`src/rtl/cpu_types_pkg.sv`:
```
// Shared CPU types: RAM handshake states, word type and arbiter FSM states.
// Imported by the memory arbiter and its bench.
package cpu_types_pkg;

  typedef logic [31:0] word_t;

  typedef enum logic [1:0] {
    FREE   = 2'd0,
    BUSY   = 2'd1,
    ACCESS = 2'd2,
    ERROR  = 2'd3
  } ramstate_t;

  typedef enum logic [1:0] {
    IDLE  = 2'd0,
    IBUSY = 2'd1,
    DBUSY = 2'd2
  } arb_state_t;

  typedef enum logic {
    OP_READ  = 1'b0,
    OP_WRITE = 1'b1
  } mem_op_t;

endpackage

```
`src/rtl/mem_arbiter.sv`:
```
// Single-port RAM arbiter: data side wins, fetch is protected by a starvation
// counter, and a busy-cycle timeout recovers from a hung RAM.
module mem_arbiter
  import cpu_types_pkg::*;
#(
  parameter int STARVE_LIMIT   = 4,
  parameter int TIMEOUT_CYCLES = 64
) (
  input  logic        CLK,
  input  logic        RST,
  input  logic        iREN,
  input  logic [31:0] iaddr,
  output logic        iwait,
  output logic [31:0] iload,
  input  logic        dREN,
  input  logic        dWEN,
  input  logic [31:0] daddr,
  input  logic [31:0] dstore,
  output logic        dwait,
  output logic [31:0] dload,
  output logic        ramREN,
  output logic        ramWEN,
  output logic [31:0] ramaddr,
  output logic [31:0] ramstore,
  input  logic [31:0] ramload,
  input  logic [1:0]  ramstate,
  output logic        memerr
);

  localparam int SW = $clog2(STARVE_LIMIT + 1);
  localparam int TW = $clog2(TIMEOUT_CYCLES + 1);
  localparam logic [SW-1:0] STARVE_MAX = SW'(STARVE_LIMIT);
  localparam logic [TW-1:0] TMO_LAST = TW'(TIMEOUT_CYCLES - 1);

  arb_state_t state, next_state;
  ramstate_t  rs;

  logic [SW-1:0] starve_cnt;
  logic [TW-1:0] tmo_cnt;
  word_t         addr_q;
  word_t         data_q;
  mem_op_t       op_q;

  logic dreq;
  logic force_i;
  logic grant_d;
  logic grant_i;
  logic done;
  logic ok;

  assign rs       = ramstate_t'(ramstate);
  assign ramaddr  = addr_q;
  assign ramstore = data_q;

  always_comb begin
    dreq    = dREN | dWEN;
    force_i = iREN && (starve_cnt == STARVE_MAX);
    grant_d = (state == IDLE) && dreq && !force_i;
    grant_i = (state == IDLE) && !grant_d && iREN;
    ok      = (rs == ACCESS);
    done    = (state != IDLE) &&
              (ok || rs == ERROR || tmo_cnt == TMO_LAST);
  end

  always_ff @(posedge CLK or posedge RST) begin
    if (RST) state <= IDLE;
    else     state <= next_state;
  end

  always_comb begin
    next_state = state;
    ramREN     = 1'b0;
    ramWEN     = 1'b0;
    iwait      = 1'b1;
    dwait      = 1'b1;
    iload      = '0;
    dload      = '0;
    memerr     = 1'b0;
    unique case (state)
      IDLE: begin
        if (grant_d)      next_state = DBUSY;
        else if (grant_i) next_state = IBUSY;
      end
      IBUSY: begin
        ramREN = 1'b1;
        if (done) begin
          next_state = IDLE;
          iwait      = 1'b0;
          iload      = ok ? ramload : '0;
          memerr     = !ok;
        end
      end
      DBUSY: begin
        ramREN = (op_q == OP_READ);
        ramWEN = (op_q == OP_WRITE);
        if (done) begin
          next_state = IDLE;
          dwait      = 1'b0;
          dload      = (ok && op_q == OP_READ) ? ramload : '0;
          memerr     = !ok;
        end
      end
      default: next_state = IDLE;
    endcase
  end

  // Request fields are captured only at grant, so the RAM never sees
  // requester changes mid-transaction.
  always_ff @(posedge CLK or posedge RST) begin
    if (RST) begin
      addr_q     <= '0;
      data_q     <= '0;
      op_q       <= OP_READ;
      starve_cnt <= '0;
    end else if (grant_d) begin
      addr_q <= daddr;
      data_q <= dstore;
      op_q   <= dWEN ? OP_WRITE : OP_READ;
      if (!iREN)
        starve_cnt <= '0;
      else if (starve_cnt != STARVE_MAX)
        starve_cnt <= starve_cnt + SW'(1);
    end else if (grant_i) begin
      addr_q     <= iaddr;
      op_q       <= OP_READ;
      starve_cnt <= '0;
    end
  end

  always_ff @(posedge CLK or posedge RST) begin
    if (RST)
      tmo_cnt <= '0;
    else if (state == IDLE || done)
      tmo_cnt <= '0;
    else
      tmo_cnt <= tmo_cnt + TW'(1);
  end

endmodule

```
`config.mk`:
```
export PLATFORM = sky130hd
export DESIGN_NAME = mem_arbiter
export DESIGN_NICKNAME = d
export VERILOG_FILES = /design/src/rtl/cpu_types_pkg.sv /design/src/rtl/mem_arbiter.sv
export SDC_FILE = /design/constraint.sdc
export NUM_CORES = 1
export LEC_CHECK = 0
export ABC_AREA = 1
export BUFFER_PORTS_ARGS = -buffer_cell sky130_fd_sc_hd__buf_4
export CAP_MARGIN = 20
export CORE_MARGIN = 5
export CORE_UTILIZATION = 47
export CTS_CLUSTER_SIZE = 24
export DETAILED_ROUTE_END_ITERATION = 7
export PLACE_DENSITY = 0.87
export RECOVER_POWER = 100
export SYNTH_ARGS = -nofsm -noshare
export SYNTH_HDL_FRONTEND = slang
export SYNTH_SLANG_ARGS = --single-unit
```
`constraint.sdc`:
```
create_clock -name CLK -period 3.7 [get_ports CLK]
set_input_delay 0.185 -clock CLK [delete_from_list [all_inputs] [get_ports CLK]]
set_output_delay 0.185 -clock CLK [all_outputs]
set_load 0.005 [all_outputs]
```
**Word-level counts from Yosys, hierarchy flattened**

Cells that the tools add are included.

- Mux-type cells: 27
- $add $sub $neg: 2
- Bitwise logic cells: 2
- Reductions and logical operators: 19
- Equality and inequality tests: 10

Operator list:

| cell | number |
|---|---|
| two-way mux 32 bit | 8 |
| two-way mux 3 bit | 4 |
| two-way mux 1 bit | 9 |
| adder 7 x 1 -> 7 bit (second input constant) | 1 |
| == test 7 x 6 -> 1 bit (second input constant) | 1 |
| logical AND 1 bit | 7 |
| two-way mux 7 bit | 1 |
| == test 2 bit (second input constant) | 3 |
| two-way mux 2 bit | 3 |
| != test 3 bit (second input constant) | 2 |
| case mux 2 bit (2 select lines) | 1 |
| AND reduction 2 bit | 2 |
| nonzero test 2 bit | 2 |
| adder 3 x 1 -> 3 bit (second input constant) | 1 |
| == test 3 bit (second input constant) | 1 |
| zero test 1 bit | 3 |
| logical OR 1 bit | 3 |
| != test 3 x 2 -> 1 bit (second input constant) | 1 |
| == test 2 x 1 -> 1 bit (second input constant) | 1 |
| zero test 2 bit | 1 |
| != test 2 x 1 -> 1 bit (second input constant) | 1 |
| case mux 1 bit (2 select lines) | 1 |
| OR reduction 2 bit | 1 |
| inverter 1 bit | 1 |
| bitwise OR 1 bit | 1 |

- Register bits: 77

**Depth between registers and ports, before layout**

- Depth after elaboration: 10
- Depth in mapped cells: 12

**Worst setup path before layout**

OpenSTA, ideal clock, no wires.

- Path type: register -> register
- From: register state[0]
- To: register data_q[0], in the netlist ramstore[0]
- Cell stages (with the launch flop): 11
- Library setup time: 0.116 ns
- Data arrival time: 1.364 ns
- Setup slack: 2.220 ns
- Period minus slack after synthesis: 1.480 ns
- Path through: dfrtp_1 > inv_1 > ha_1 > buf_4 > inv_4 > nor2_4 > nand2_2 > buf_4 > buf_6 > nand2_1 > nand2_1

- Word-level cells in the longest chain between the ends: 3

RTL lines:

| what | RTL line | text |
|---|---|---|
| start, declared | mem_arbiter.sv:35 | `arb_state_t state, next_state;` |
| start signal, assigned | mem_arbiter.sv:67 | `else state <= next_state;` |
| zero test 2 bit | mem_arbiter.sv:58 | `grant_d = (state == IDLE) && dreq && !force_i;` |
| logical AND 1 bit (2 in series) | mem_arbiter.sv:58 |  |
| end signal, assigned | mem_arbiter.sv:117 | `data_q <= dstore;` |
| end, declared | mem_arbiter.sv:41 | `word_t data_q;` |

Every way passes these cells.
A chain may end at the register's enable or synchronous reset.

**Worst setup path after layout**

- From: register state[0]
- To: output port iload[6]

- Word-level cells in the longest chain between the ends: 4

RTL lines:

| what | RTL line | text |
|---|---|---|
| nonzero test 2 bit | mem_arbiter.sv:61 | `done = (state != IDLE) &&` |
| logical AND 1 bit | mem_arbiter.sv:61 |  |
| two-way mux 32 bit | mem_arbiter.sv:86 | `if (done) begin` |
| two-way mux 32 bit * | mem_arbiter.sv:79 | `unique case (state)` |
| end, declared | mem_arbiter.sv:14 | `output logic [31:0] iload,` |

Mark *: on every way between the ends. The rest lies on a longest branch, timed or not.

==> out/qor.yml <==
maxCapViolations: 0
hold_path_class: "input port to flop"
synthSimpleGateAreaFrac_pct: 39.0
grt_pass1_vias: 4492
synthTopCellsByArea: "dfrtp_1, nand2_1, nor3b_2, nand3_1, o21ai_0"
routed_via_density: 4.91
cellPowerDensity_nw_per_um2: 633
cts_max_path_buffers: 2
synth_top_family_by_area: "simple AND/OR/NAND/NOR gates"
die_height_um: 105
fin_tns_setup_ns: 0
layout_common_cells: "nand2_1, buf_4, clkbuf_4"
ys_warn_count: 0
die_w_um: 105
startpoint_type: "flop"
synthArstFlopShare_pct: 100
drive_above_1_share_pct: 34.4
cts_tree: "built"
drc_errors: 0
crit_chain: "inv_1 > ha_1 > buf_4 > clkinvlp_2 > nand3_2 > nor2_1 > clkbuf_4"
slowest_stage: "nand3_2"
ir_worst_vdd_mv: 0.395
post-route-util_pct: 70.9
reg2regPathDepth: 9
synth_compound_area_share_pct: 4.38
holdPathStages: 3
cts_inserted_buffers: 9
synth_top_area_cell: "dfrtp_1"
synthXorXnorAreaFrac_pct: 0.614
worstMarginPinSlew_ns: 0.970
synth_seq_cells: 77
wl_per_cell_um: 15.0
final_common_cell: "nand2_1"
holdWs_ns: 0.0322
die_area_um2: 11100
ys_seq_area_share_pct: 45.0
postCtsSetupBuffers: 0
synth_ff_type: "dfrtp_1"
hold_viol: 0
antenna_left: 0
status: "finished clean"
final_net_count: 934
coreArea_um2: 8810
p_leak_nw: 3.28
syn_area_per_cell_um2: 7.89
endpoint_kind: "output pin"
cts.htree.levels: 3
fin_crit_sh_pct: 74.8
grt-ovfl-total: 0
synth_edf_count: 0
grt_pass1_wl_um: 21600
vias: 4447
clock_insertion_delay_worst_skew_ns: 0.34
io_pins: 268
timing.fmax_mhz: 362
worstPathRequired_ns: 3.51
synthMuxAreaShare_pct: 0
ctsRootBufferMaster: "clkbuf_8"
synthesis.nets: 684
portBuffers: 267
relSlewSlack_pct: 35.3
cp_max_fo: 36
start_util_pct: 48.6
grt_max_degree: 43
rsz0062_at_grt: "no"
first_pass_iters: 4
drt_iter0_drc: 218
clock_sinks: 77
synth.cell_area_um2: 4280
post-dp-hpwl_um: 10700
fin_skew_ns: 0.0106
synth_fa_ha_area_share_pct: 1.75
arrival_ns: 2.58
rows: 34
grt_use_total_pct: 24.0
yosys.area.top_type_share_pct: 45.0
wl_um: 13600
place_congestion: 0.808
antennaDiodeCount: 0
antenna_found_initial: 0
path_class: "flop to output pin"
synthToLayoutAreaGrowth_pct: 45.8
final_max_slew_viol_count: 0
synth_cell_types: 28
period_minus_slack_ns: 2.77
setup_viol: 0
n_fill_cell: 702
netlist_instances: 543
slowest_delay_ns: 0.59
clk_pin_slew_ns: 0.08
==> layer usage <==
layer | GRT usage, % | wire length, µm | vias up
met5 | 0 | 0 | -
met4 | 10.0 | 368 | 0
met1 | 28.5 | 5070 | 2003
met3 | 6.91 | 1230 | 28
met2 | 40.8 | 6930 | 209
li1 | - | - | 2207
==> Yosys cell counts, types with 4 or more instances <==
| master | number |
|---|---|
| nor3b_2 | 29 |
| nand3_1 | 69 |
| nor2_1 | 41 |
| ha_1 | 6 |
| dfrtp_1 | 77 |
| buf_6 | 6 |
| inv_1 | 45 |
| o21ai_0 | 35 |
| nor3b_1 | 4 |
| nand2_1 | 182 |
| buf_2 | 19 |
| clkbuf_1 | 8 |
==> registers in the layout (all words and copies together), names as in the netlist <==
name / cells
state: 2
tmo_cnt: 7
op_q: 1
ramaddr: 32
starve_cnt: 3
ramstore: 32
==> worst paths after layout <==
path                       slack [ns]        from           end
setup reg to reg                 0.95    state[0]   ramaddr[14]
setup / recovery                 0.93    state[0]      iload[6]
hold reg to reg                  0.46  tmo_cnt[0]    tmo_cnt[0]
hold / removal                   0.03  dstore[11]  ramstore[11]
max in group asynchronous        1.65         RST   ramaddr[10]
min in group asynchronous        0.59         RST  ramstore[27]
==> power breakdown <==
part / switching [W] / internal (W) / total [W]
registers: 0.000225 / 0.00123 / 0.00146
clock network: 0.000293 / 0.000328 / 0.000621
logic: 0.00106 / 0.000810 / 0.00187
==> cell type report <==
cell class / count / area [µm²] / share of cell area [%]
well taps: 108 / 135 / 2.16
clock buffers: 12 / 145 / 2.33
repair buffers: 275 / 1990 / 31.9
inverters: 48 / 181 / 2.91
clock inverters: 3 / 46.3 / 0.742
flip-flops and latches: 77 / 1930 / 30.9
multi-input cells: 382 / 1820 / 29.1
==> critical path, delay by kind of cell, from the launching register on <==
family / cells / cell delay (ns)
flops: 1 / 0.41
buf+inv: 4 / 0.99
simple gates: 2 / 0.70
fa+ha+maj: 1 / 0.15
==> logic make-up (layout without fill, tap and decap cells) <==
group / after synthesis / in the layout
AND/OR/NAND/NOR: 336 / 336
adder cells (fa/ha/maj): 6 / 6
AO/OA/AOI/OAI: 37 / 37
XOR/XNOR: 3 / 3
flip-flops: 77 / 77
buffers and inverters: 84 / 338
==> timing repair <==
| item | 4_1_cts | 5_1_grt |
|---|---|---|
| hold buffers | 1 | 0 |
| gates resized for setup | 0 | 0 |
| endpoints found under the hold margin | 21 | 0 |
==> per-stage QoR <==
| step | setup slack (ns) | instances | area (µm²) | power, W |
|---|---|---|---|---|
| after floorplan | 1.55 | 543 | 4280 | 0.00256 |
| after global placement | 1.23 | 888 | 6250 | 0.00341 |
| after detailed placement | 1.21 | 888 | 6250 | 0.00349 |
| after CTS | 1.17 | 904 | 6460 | 0.00412 |
| after global routing | 0.634 | 905 | 6240 | 0.00431 |
| final | 0.934 | 905 | 6240 | 0.00395 |
Power figures use the tool's default switching activity.
